File: config.mk
export PLATFORM = sky130hd
export DESIGN_NAME = ntt_mem_ctrl
export DESIGN_NICKNAME = d
export VERILOG_FILES = /design/src/rtl/ntt_mem_ctrl.sv
export SDC_FILE = /design/constraint.sdc
export NUM_CORES = 1
export LEC_CHECK = 0
export ABC_AREA = 1
export BUFFER_PORTS_ARGS = -buffer_cell sky130_fd_sc_hd__buf_2
export CELL_PAD_IN_SITES_DETAIL_PLACEMENT = 1
export CELL_PAD_IN_SITES_GLOBAL_PLACEMENT = 2
export CORE_UTILIZATION = 29
export CTS_CLUSTER_SIZE = 40
export DETAILED_ROUTE_END_ITERATION = 12
export PLACE_DENSITY_LB_ADDON = 0.1
export SLEW_MARGIN = 10
export SYNTH_ARGS = -nofsm -noshare
export SYNTH_HDL_FRONTEND = slang
export SYNTH_SLANG_ARGS = --single-unit
File: constraint.sdc
create_clock -name clk_i -period 5 [get_ports clk_i]
set_input_delay 0.25 -clock clk_i [delete_from_list [all_inputs] [get_ports clk_i]]
set_output_delay 0.25 -clock clk_i [all_outputs]
set_load 0.03 [all_outputs]
File: src/rtl/ntt_mem_ctrl.sv
// ntt_mem_ctrl: memory-side initiator for the NTT/INTT coefficient RAM.
// Steps through the butterfly schedule one butterfly at a time. Each one
// reads a coefficient pair, hands it with the zeta index to an external
// butterfly unit, and writes both results back to the same two addresses.
module ntt_mem_ctrl #(
  parameter int DATA_W = 24,
  parameter int ADDR_W = 8
) (
  input  logic              clk_i,
  input  logic              rst_i,
  input  logic              start_i,
  input  logic              mode_i,
  output logic              busy_o,
  output logic              done_o,
  output logic [ADDR_W-1:0] ram_addr1_o,
  output logic [ADDR_W-1:0] ram_addr2_o,
  output logic              ram_wren_o,
  output logic [DATA_W-1:0] ram_wdata1_o,
  output logic [DATA_W-1:0] ram_wdata2_o,
  input  logic [DATA_W-1:0] ram_rdata1_i,
  input  logic [DATA_W-1:0] ram_rdata2_i,
  output logic              bf_valid_o,
  output logic [DATA_W-1:0] bf_a_o,
  output logic [DATA_W-1:0] bf_b_o,
  output logic [7:0]        bf_zeta_idx_o,
  output logic              bf_mode_o,
  input  logic              bf_done_i,
  input  logic [DATA_W-1:0] bf_a_i,
  input  logic [DATA_W-1:0] bf_b_i
);

  localparam int N = 2**ADDR_W;
  localparam logic [ADDR_W-1:0] LEN_MAX = ADDR_W'(N/2);
  localparam logic [ADDR_W-1:0] LEN_MIN = ADDR_W'(1);

  typedef enum logic [2:0] {S_IDLE, S_RD, S_LD, S_WAIT, S_WR, S_DONE} state_t;

  state_t            state_q;
  logic              mode_q;
  logic [ADDR_W-1:0] j_q, len_q;
  logic [7:0]        k_q;

  logic              busy_q, done_q, wren_q, bf_valid_q;
  logic [ADDR_W-1:0] addr1_q, addr2_q;
  logic [DATA_W-1:0] wdata1_q, wdata2_q, bf_a_q, bf_b_q;
  logic [7:0]        zeta_q;

  logic [ADDR_W:0]   jn;
  logic [ADDR_W-1:0] j_d, len_d;
  logic [7:0]        k_d;
  logic              last_d;

  // Next butterfly indices: step j, skip the partner half at a group end, wrap at a layer end.
  always_comb begin
    jn     = {1'b0, j_q} + 1'b1;
    k_d    = k_q;
    len_d  = len_q;
    last_d = 1'b0;
    if ((jn[ADDR_W-1:0] & (len_q - 1'b1)) == '0) begin
      jn  = jn + {1'b0, len_q};
      k_d = mode_q ? (k_q - 8'd1) : (k_q + 8'd1);
    end
    j_d = jn[ADDR_W-1:0];
    if (jn[ADDR_W]) begin
      j_d    = '0;
      len_d  = mode_q ? (len_q << 1) : (len_q >> 1);
      last_d = mode_q ? (len_q == LEN_MAX) : (len_q == LEN_MIN);
    end
  end

  // Control FSM with registered outputs; pulses default low every cycle.
  always_ff @(posedge clk_i or posedge rst_i) begin
    if (rst_i) begin
      state_q    <= S_IDLE;
      mode_q     <= 1'b0;
      j_q        <= '0;
      len_q      <= '0;
      k_q        <= '0;
      busy_q     <= 1'b0;
      done_q     <= 1'b0;
      wren_q     <= 1'b0;
      bf_valid_q <= 1'b0;
      addr1_q    <= '0;
      addr2_q    <= '0;
      wdata1_q   <= '0;
      wdata2_q   <= '0;
      bf_a_q     <= '0;
      bf_b_q     <= '0;
      zeta_q     <= '0;
    end else begin
      done_q     <= 1'b0;
      wren_q     <= 1'b0;
      bf_valid_q <= 1'b0;
      case (state_q)
        S_IDLE: begin
          if (start_i) begin
            mode_q  <= mode_i;
            j_q     <= '0;
            len_q   <= mode_i ? LEN_MIN : LEN_MAX;
            k_q     <= mode_i ? 8'd255 : 8'd1;
            addr1_q <= '0;
            addr2_q <= mode_i ? LEN_MIN : LEN_MAX;
            busy_q  <= 1'b1;
            state_q <= S_RD;
          end
        end
        S_RD: begin
          bf_valid_q <= 1'b1;
          zeta_q     <= k_q;
          state_q    <= S_LD;
        end
        S_LD: begin
          bf_a_q  <= ram_rdata1_i;
          bf_b_q  <= ram_rdata2_i;
          state_q <= S_WAIT;
        end
        S_WAIT: begin
          if (bf_done_i) begin
            wdata1_q <= bf_a_i;
            wdata2_q <= bf_b_i;
            wren_q   <= 1'b1;
            state_q  <= S_WR;
          end
        end
        S_WR: begin
          j_q   <= j_d;
          len_q <= len_d;
          k_q   <= k_d;
          if (last_d) begin
            done_q  <= 1'b1;
            state_q <= S_DONE;
          end else begin
            addr1_q <= j_d;
            addr2_q <= j_d + len_d;
            state_q <= S_RD;
          end
        end
        S_DONE: begin
          busy_q  <= 1'b0;
          state_q <= S_IDLE;
        end
        default: state_q <= S_IDLE;
      endcase
    end
  end

  assign busy_o        = busy_q;
  assign done_o        = done_q;
  assign ram_addr1_o   = addr1_q;
  assign ram_addr2_o   = addr2_q;
  assign ram_wren_o    = wren_q;
  assign ram_wdata1_o  = wdata1_q;
  assign ram_wdata2_o  = wdata2_q;
  assign bf_valid_o    = bf_valid_q;
  assign bf_zeta_idx_o = zeta_q;
  assign bf_mode_o     = mode_q;
  // The RAM output register already delays read data into LD, so it is passed
  // straight through in LD and held from the capture register afterwards.
  assign bf_a_o        = (state_q == S_LD) ? ram_rdata1_i : bf_a_q;
  assign bf_b_o        = (state_q == S_LD) ? ram_rdata2_i : bf_b_q;

endmodule

==> summary.txt <==
Drt
  • Final WL: 23700 um
  • DRT iter0 DRCs: 255
  • Via count: 6837
  • Wirelength per Cell: 15.5 um
  • DRC viols: 0
  • Vias/cell: 4.47
  • Post-route ant nets: 0
  • Drt first pass iters: 4

GRT
  • Initial antenna violation count: 1
  • Vias in the first global route: 7011
  • Gr usage total: 18.0%
  • Largest net degree at the start of global routing: 74
  • First-pass GRT wire length: 37100 um
  • Gr ovfl total: 0

CTS
  • Cts hold-fix bufs: 6
  • Num CTS Buffers: 17
  • Root buffer cell: clkbuf_16
  • Worst-skew pair later-pin latency: 0.44 ns
  • TritonCTS clock tree: yes
  • Post-CTS setup buffer count: 0
  • H-tree lvl count: 4
  • Sink Count: 152
  • Clock-pin slew on the worst setup and hold paths: 0.07 ns
  • # resized after CTS: 0
  • Maximum root-to-sink buffer count: 2

Place
  • Number of I/O port buffers: 225
  • RePlAce Congestion: 0.796
  • Placed insts: 1492
  • DP HPWL: 17700 um

Yosys
  • List of most frequent post-synthesis cells: 452 x nand2_1, 152 x dfrtp_1, 83 x inv_1
  • Dominant synthesized flop cell: dfrtp_1
  • Synthesized instance count: 963
  • Register area share after synthesis: 50.1%
  • Top-area cell type share of the netlist area: 50.1%
  • Synth Warn #: 0
  • Area contributors post-synth: dfrtp_1 50%, nand2_1 22%, ha_1 4.4%, inv_1 4.1%, o21ai_0 3.8%
  • Async S/R FF share, synth: 100%
  • Synth cell types: 43
  • Biggest area consumer among synthesized cells: dfrtp_1
  • Mapped Area: 7590 um^2
  • Avg Cell Area, Syn: 7.89 um^2
  • Post-synth EDFFs: 0
  • Most common cell in the netlist: nand2_1
  • #FFs+latches synth: 152
  • Synth Net Count: 1094

Critical path
  • Reg-to-reg setup timing slack: 0.57 ns
  • Startpoint Class: register
  • R2R cell count: 29
  • Crit path capture type: register
  • Critical R2R Launch: j_q[0]
  • Crit path DAT: 4.77 ns
  • Worst Setup SP: j_q[0]
  • CP max FO: 14
  • Slowest stage delay, CP: 0.44 ns
  • Crit path required time: 5.34 ns
  • Most used cell, CP: nand2_1
  • WS Path Type: register to register
  • Max stage delay cell, worst path: dfrtp_1
  • Worst r2r dst: ram_addr2_o[6]

Power and ir drop
  • Peak supply drop: 0.342 mV
  • Sw Share: 53.2%
  • Psw: 4.27 mW
  • Seq pwr share: 26.2%
  • Leak: 5.49 nW
  • Clk pwr share: 15.1%
  • Power Density: 834 nW/um^2
  • Comb power frac: 58.8%
  • Power Total: 8.03 mW
  • Pint: 3.76 mW

Timing
  • Fin Setup TNS: 0 ns
  • Slew headroom: 24.7%
  • RSZ-0062 raised after global routing: no
  • Final hold violation count: 0
  • F_max: 226 MHz
  • Final Max Slew Viols: 0
  • Final setup fails: 0
  • Final worst-path cycle share: 88.6%
  • Smallest hold slack: 0.0194 ns
  • Clock skew: 0.0185 ns
  • Min Tclk post-route: 4.43 ns
  • Worst-margin pin slew: 1.12 ns

Die
  • Die W: 164 um
  • Top Ports: 226
  • Core Area: 25400 um^2
  • Die area: 26800 um^2
  • Die Height: 164 um
  • Effective utilization at floorplan: 29.9%
  • Row cnt: 58

Final layout
  • Post-layout nets: 1318
  • Area grow syn2layout: 26.9%
  • Layout cells sized above 1: 24.9%
  • Finished Layout Cells: 1531

Hold path
  • Worst Hold Path EP: ram_wdata2_o[6]
  • Hold path cells: 3
  • Worst min path class: input pin to register
  • Hold wc startpoint: bf_b_i[6]

Job
  • Max Cap Viol: 0

Outcome
  • Status: finished, final reports clean
## registers in the layout, summed over array words and instances (netlist names)
name,flops
bf_zeta_idx_o,8
ram_wren_o,1
ram_addr2_o,8
ram_addr1_o,8
ram_wdata1_o,24
bf_mode_o,1
bf_b_q,24
bf_a_q,24
ram_wdata2_o,24
done_o,1
len_q,8
busy_o,1
state_q,3
bf_valid_o,1
j_q,8
k_q,8
## cells in the final DEF, fill, tap and decap left out, drive strengths merged, types with 5 or more instances in the layout
cell type | netlist | routed
nand4 | 9 | 9
ha | 27 | 27
xor2 | 5 | 5
nand3 | 26 | 26
nand2 | 459 | 459
clkbuf | 24 | 19
clkinvlp | 0 | 6
buf | 9 | 232
inv | 91 | 97
o211ai | 6 | 6
a21oi | 21 | 21
nor2 | 41 | 41
dfrtp | 152 | 152
dlygate4sd3 | 0 | 6
o21ai | 65 | 65
## final cells by class
type	instances	area, um^2
Timing Repair Buffer	238	1240
Antenna cell	1	2.50
Clock inverter	13	111
Inverter	91	347
Tap cell	330	413
Multi-Input combinational cell	687	3280
Sequential cell	152	3800
Clock buffer	19	433
Fill cell	3170	15800
## power by group through the flow
stage	logic, mW	clock network [mW]	registers [mW]
3_3_place_gp	4.76	0	2.12
6_report	4.72	1.21	2.10
4_1_cts	4.81	1.25	2.11
2_1_floorplan	2.97	0	2.55
3_5_place_dp	4.79	0	2.13
5_1_grt	5.26	1.29	2.17
## metrics by stage
stage	instance area [um^2]	utilization [%]	setup WS, ns
after floorplan	7590	-	0.657
after global placement	9030	35.5	0.735
after detailed placement	9030	35.5	0.545
after CTS	9630	37.9	0.535
after global routing	9630	37.9	0.0671
final	9630	37.9	0.571
## critical path: cells and delay by family (launching register included)
kind	cells	cell delay (ns)
compound gates	6	0.76
buf+inv	5	0.48
fa+ha+maj	4	1.26
simple gates	14	1.38
flops	1	0.44
## per-layer routing
layer	vias up	GRT usage, %	wire [um]
met3	17	6.19	1700
met5	-	0	0
met2	164	29.6	11100
met4	0	5.47	427
li1	3443	-	-
met1	3213	22.3	10400
## kinds of logic after synthesis
logic type	Yosys count	synth area share, %
AOI/OAI and AO/OA	103	7.81
xor gates and xnor gates	9	1.04
adders and majority gates	30	5.24
buffers and inverters	124	6.85
DFF	152	50.1
and+or+nand+nor	545	29.0
## worst max path at each step
stage,to,cells past startpoint
after floorplan,bf_a_q[0],1
after global placement,ram_addr2_o[6],29
after detailed placement,ram_addr2_o[6],29
after CTS,ram_addr2_o[6],29
after global routing,ram_addr2_o[6],29
final,ram_addr2_o[6],29
Power figures use the tool's default switching activity.
